[src/rtl/spi_controller.sv]
// SPI mode-0 initiator for 16-bit {R/W, addr[6:0], data[7:0]} frames, MSB first.
// Every SPI pin and status output is driven straight from a flop.
module spi_controller #(
  parameter int unsigned CLK_DIV  = 4,
  parameter int unsigned CS_SETUP = 2,
  parameter int unsigned CS_HOLD  = 2,
  parameter int unsigned CS_GAP   = 2
) (
  input  logic       clk,
  input  logic       rst,
  input  logic       req_valid,
  output logic       req_ready,
  input  logic       req_write,
  input  logic [6:0] req_addr,
  input  logic [7:0] req_wdata,
  output logic [7:0] rsp_rdata,
  output logic       done,
  output logic       busy,
  output logic       sclk,
  output logic       ncs,
  output logic       copi,
  input  logic       cipo
);

  localparam int unsigned MAX_AB = (CLK_DIV > CS_SETUP) ? CLK_DIV : CS_SETUP;
  localparam int unsigned MAX_CD = (CS_HOLD > CS_GAP) ? CS_HOLD : CS_GAP;
  localparam int unsigned MAXP   = (MAX_AB > MAX_CD) ? MAX_AB : MAX_CD;
  localparam int unsigned CW     = (MAXP < 2) ? 1 : $clog2(MAXP);

  localparam logic [CW-1:0] DIV_M1   = CW'(CLK_DIV - 1);
  localparam logic [CW-1:0] SETUP_M1 = CW'(CS_SETUP - 1);
  localparam logic [CW-1:0] HOLD_M1  = CW'(CS_HOLD - 1);
  localparam logic [CW-1:0] GAP_M1   = CW'(CS_GAP - 1);

  typedef enum logic [2:0] {
    IDLE,
    SETUP,
    SHIFT_LO,
    SHIFT_HI,
    HOLD,
    GAP
  } state_t;

  state_t         state_q, state_d;
  logic [CW-1:0]  cnt_q, cnt_d;
  logic [3:0]     bit_q, bit_d;
  logic [15:0]    sh_q, sh_d;
  logic [7:0]     cap_q, cap_d;
  logic [7:0]     rdata_q, rdata_d;
  logic           wr_q, wr_d;
  logic           ready_q, ready_d;
  logic           busy_q, busy_d;
  logic           done_q, done_d;
  logic           sclk_q, sclk_d;
  logic           ncs_q, ncs_d;
  logic           copi_q, copi_d;
  logic           cnt_zero;

  assign cnt_zero = (cnt_q == '0);

  always_comb begin
    state_d = state_q;
    cnt_d   = cnt_q;
    bit_d   = bit_q;
    sh_d    = sh_q;
    cap_d   = cap_q;
    rdata_d = rdata_q;
    wr_d    = wr_q;
    done_d  = 1'b0;

    unique case (state_q)
      IDLE: begin
        if (req_valid && ready_q) begin
          state_d = SETUP;
          cnt_d   = SETUP_M1;
          bit_d   = 4'd15;
          sh_d    = {req_write, req_addr, req_write ? req_wdata : 8'h00};
          wr_d    = req_write;
        end
      end
      SETUP: begin
        if (cnt_zero) begin
          state_d = SHIFT_LO;
          cnt_d   = DIV_M1;
        end else begin
          cnt_d = cnt_q - CW'(1);
        end
      end
      SHIFT_LO: begin
        if (cnt_zero) begin
          // cipo is sampled on the same edge that raises sclk
          state_d = SHIFT_HI;
          cnt_d   = DIV_M1;
          cap_d   = {cap_q[6:0], cipo};
        end else begin
          cnt_d = cnt_q - CW'(1);
        end
      end
      SHIFT_HI: begin
        if (cnt_zero) begin
          if (bit_q == 4'd0) begin
            state_d = HOLD;
            cnt_d   = HOLD_M1;
          end else begin
            state_d = SHIFT_LO;
            cnt_d   = DIV_M1;
            bit_d   = bit_q - 4'd1;
            sh_d    = {sh_q[14:0], 1'b0};
          end
        end else begin
          cnt_d = cnt_q - CW'(1);
        end
      end
      HOLD: begin
        if (cnt_zero) begin
          state_d = GAP;
          cnt_d   = GAP_M1;
          done_d  = 1'b1;
          if (!wr_q) rdata_d = cap_q;
        end else begin
          cnt_d = cnt_q - CW'(1);
        end
      end
      GAP: begin
        if (cnt_zero) state_d = IDLE;
        else          cnt_d   = cnt_q - CW'(1);
      end
      default: state_d = IDLE;
    endcase

    // Pin values are derived from the next state so they register alongside it
    ncs_d   = !(state_d inside {SETUP, SHIFT_LO, SHIFT_HI, HOLD});
    sclk_d  = (state_d == SHIFT_HI);
    copi_d  = (state_d inside {SETUP, SHIFT_LO, SHIFT_HI}) ? sh_d[15] : 1'b0;
    busy_d  = (state_d != IDLE);
    ready_d = (state_d == IDLE);
  end

  always_ff @(posedge clk or posedge rst) begin
    if (rst) begin
      state_q <= IDLE;
      cnt_q   <= '0;
      bit_q   <= '0;
      sh_q    <= '0;
      cap_q   <= '0;
      rdata_q <= '0;
      wr_q    <= 1'b0;
      ready_q <= 1'b0;
      busy_q  <= 1'b0;
      done_q  <= 1'b0;
      sclk_q  <= 1'b0;
      ncs_q   <= 1'b1;
      copi_q  <= 1'b0;
    end else begin
      state_q <= state_d;
      cnt_q   <= cnt_d;
      bit_q   <= bit_d;
      sh_q    <= sh_d;
      cap_q   <= cap_d;
      rdata_q <= rdata_d;
      wr_q    <= wr_d;
      ready_q <= ready_d;
      busy_q  <= busy_d;
      done_q  <= done_d;
      sclk_q  <= sclk_d;
      ncs_q   <= ncs_d;
      copi_q  <= copi_d;
    end
  end

  assign req_ready = ready_q;
  assign rsp_rdata = rdata_q;
  assign done      = done_q;
  assign busy      = busy_q;
  assign sclk      = sclk_q;
  assign ncs       = ncs_q;
  assign copi      = copi_q;

endmodule

[config.mk]
export PLATFORM = sky130hd
export DESIGN_NAME = spi_controller
export DESIGN_NICKNAME = d
export VERILOG_FILES = /design/src/rtl/spi_controller.sv
export SDC_FILE = /design/constraint.sdc
export NUM_CORES = 1
export LEC_CHECK = 0
export CAP_MARGIN = 20
export CORE_MARGIN = 5
export CORE_UTILIZATION = 30
export DETAILED_ROUTE_END_ITERATION = 10
export PLACE_DENSITY = 0.54
export SLEW_MARGIN = 0
export SYNTH_ARGS = -nofsm -noshare
export SYNTH_HDL_FRONTEND = slang
export SYNTH_SLANG_ARGS = --single-unit
[constraint.sdc]
create_clock -name clk -period 2.2 [get_ports clk]
set_input_delay 0.44 -clock clk [delete_from_list [all_inputs] [get_ports clk]]
set_output_delay 0.44 -clock clk [all_outputs]
set_load 0.01 [all_outputs]
==> flow_metrics.tcl <==
set metrics [dict create \
    place_inst 323 \
    maxCapViolCount 0 \
    synth_top_cell_area_share 0.543 \
    whs_ns 0.476 \
    routabilityCongestion 0.803 \
    cts_resized 0 \
    min_period_ns 1.98 \
    post_cts_buffers 0 \
    slew-limit-headroom 0.748 \
    first_global_vias 1538 \
    cts_hold_buf 0 \
    grt_remaining_overflow 0 \
    period_share 0.899 \
    htree_levels 2 \
    fp-row-count 31 \
    dieWidth_microns 94.9 \
    ir_drop_mv 0.458 \
    p_per_area_nw_per_um2 1070 \
    arrival_ns 2.17 \
    criticalPathCategory "reg -> reg" \
    die_h_microns 94.9 \
    fmax_ghz 0.506 \
    ys.flop_type "dfrtp_1" \
    rsz0062_at_grt "no" \
    cp-end-kind "flip-flop" \
    p_leak_uw 0.00130 \
    hold_viol_final 0 \
    drt_pre_antenna_iters 4 \
    synth_area_leaders "dfrtp_1 54%, mux2_2 8.3%, nand2_1 4.0%" \
    synth_edf_count 0 \
    cp_cell_sequence "inv_1 > ha_1 > or3b_1 > and3b_1 > buf_4 > a22o_1 > a21o_1" \
    syn-cell-area_sq_um 2160 \
    drt_iter0_drc 148 \
    fin_cells 331 \
    io_buffers 33 \
    drive_gt1_frac 0.172 \
    ff2ff_setup_slack_ns 0.22 \
    root_buffer "clkbuf_8" \
    finalInstanceArea_sq_um 2770 \
    antenna_found_initial 0 \
    fill_cells 718 \
    ant_nets 0 \
    start_util 0.303 \
    finalNetCount 255 \
    cts_tree "built" \
    worst_pin_slew_ns 0.369 \
    grt_start_max_net_pins 49 \
    vias_per_cell 4.68 \
    hpwl_microns 3090 \
    cts_max_path_buffers 2 \
    numCtsBuffers 5 \
    cts.sinks 48 \
    crit_slowest_cell "dfrtp_1" \
    outcome "completed" \
    placed_area_sq_um 2660 \
    yosysTopAreaCell "dfrtp_1" \
    syn_to_final_growth_pct 28.2 \
    cp.required_ns 2.40 \
    synthCells 191 \
    finalClockSkew_ns 0.00468 \
    final_common_cell "dfrtp_1" \
    grt_use_total 0.110 \
    n_antenna_cell 0 \
    startpoint_type "flip-flop" \
    design.die.area_sq_um 9010 \
    path_clk_slew_ns 0.09 \
    setup_ws_ns 0.223 \
    clk_latency_ns 0.30 \
    dp_slack_ns 0.223 \
    mostFrequentLayoutCells "47 x dfrtp_1, 33 x clkdlybuf4s50_1, 23 x nand2_1, 16 x mux2_2, 11 x buf_4" \
    synth_seq_cells 48 \
    synth_nets 215 \
    coreArea_sq_um 7140 \
    synth-async-reset-ratio 1.00 \
    wl_per_cell_microns 13.4 \
    io_pins 34 \
    avgSynthCellArea_sq_um 11.3 \
    routed_wl_microns 4450 \
    tns_ns 0 \
    min_path_type "reg -> reg" \
    vias 1550 \
    maxSlewViolCount 0 \
    worstPathMaxFanout 9 \
    ys_warn_count 0 \
    ys_types 38 \
    drc 0 \
    ys_seq_area_frac 0.555 \
    slowest_delay_ns 0.39 \
    finalSetupViolations 0 \
    grt_pass1_wl_microns 7740 \
]
## critical path, delay by kind of cell, from the launching register on
kind	cells	cell delay, ns
DFF	1	0.39
buffers and inverters	2	0.29
and+or+nand+nor	2	0.63
adders and majority gates	1	0.20
AOI/OAI and AO/OA	2	0.38
## cell usage after synthesis (2+ instances only)
cell type	count
clkbuf_1	8
mux2_2	16
buf_6	2
nand3_1	2
a21oi_1	9
nor2b_1	4
o21ai_0	6
inv_1	8
a211oi_1	2
a32oi_1	7
and3_1	2
nand4_1	3
a21o_1	9
and3b_1	2
nand3b_1	2
dfrtp_1	47
nor3_1	4
nor2_1	4
ha_1	4
a22o_1	9
nand2_1	23
buf_2	2
## logic make-up after synthesis
family / after synthesis / share of synthesized area
compound gates: 49 / 0.164
fa+ha+maj: 5 / 0.0277
buf+inv: 20 / 0.0428
flops: 48 / 0.555
mux: 16 / 0.0832
simple gates: 53 / 0.127
## report_power, final
part           switching [uW]  leakage [uW]  internal, uW
registers                 185      0.000604          1160
clock network             306     0.0000548           343
logic                     483      0.000637           498
## layer usage
layer,part of all wire,vias up,GRT usage
met1,0.48,747,0.152
met4,0.011,0,0.0361
met3,0.044,4,0.0311
met2,0.47,28,0.165
li1,-,771,-
met5,0,-,0
## state kept, by name (all words and copies together), names as in the netlist
register   cells
cap_q          8
rsp_rdata      8
done           1
bit_q          4
sclk           1
sh_q          16
wr_q           1
state_q        3
copi           1
busy           1
cnt_q          2
ncs            1
req_ready      1
## layout make-up
cell class	instances	area [sq um]	share of cell area
Clock buffer	5	68.8	0.0248
Clock inverter	3	46.3	0.0167
Inverter	8	30.0	0.0108
Sequential cell	48	1200	0.433
Tap cell	99	124	0.0447
Timing Repair Buffer	45	433	0.156
Multi-Input combinational cell	123	870	0.313
## stage by stage
step           utilization  power (uW)
2_1_floorplan            -        2050
3_3_place_gp         0.373        2340
3_5_place_dp         0.373        2360
4_1_cts              0.389        3020
5_1_grt              0.389        3210
6_report             0.389        2980
## worst paths after layout
| path | from | to | cells after the start |
|---|---|---|---|
| hold / removal | sh_q[6] | sh_q[7] | 2 |
| max in group asynchronous | rst | ncs | 3 |
| setup / recovery | bit_q[0] | sh_q[11] | 7 |
| min in group asynchronous | rst | sh_q[3] | 3 |
| setup reg to reg | bit_q[0] | sh_q[11] | 7 |
| hold reg to reg | sh_q[6] | sh_q[7] | 2 |
(Power assumes the default switching activity.)
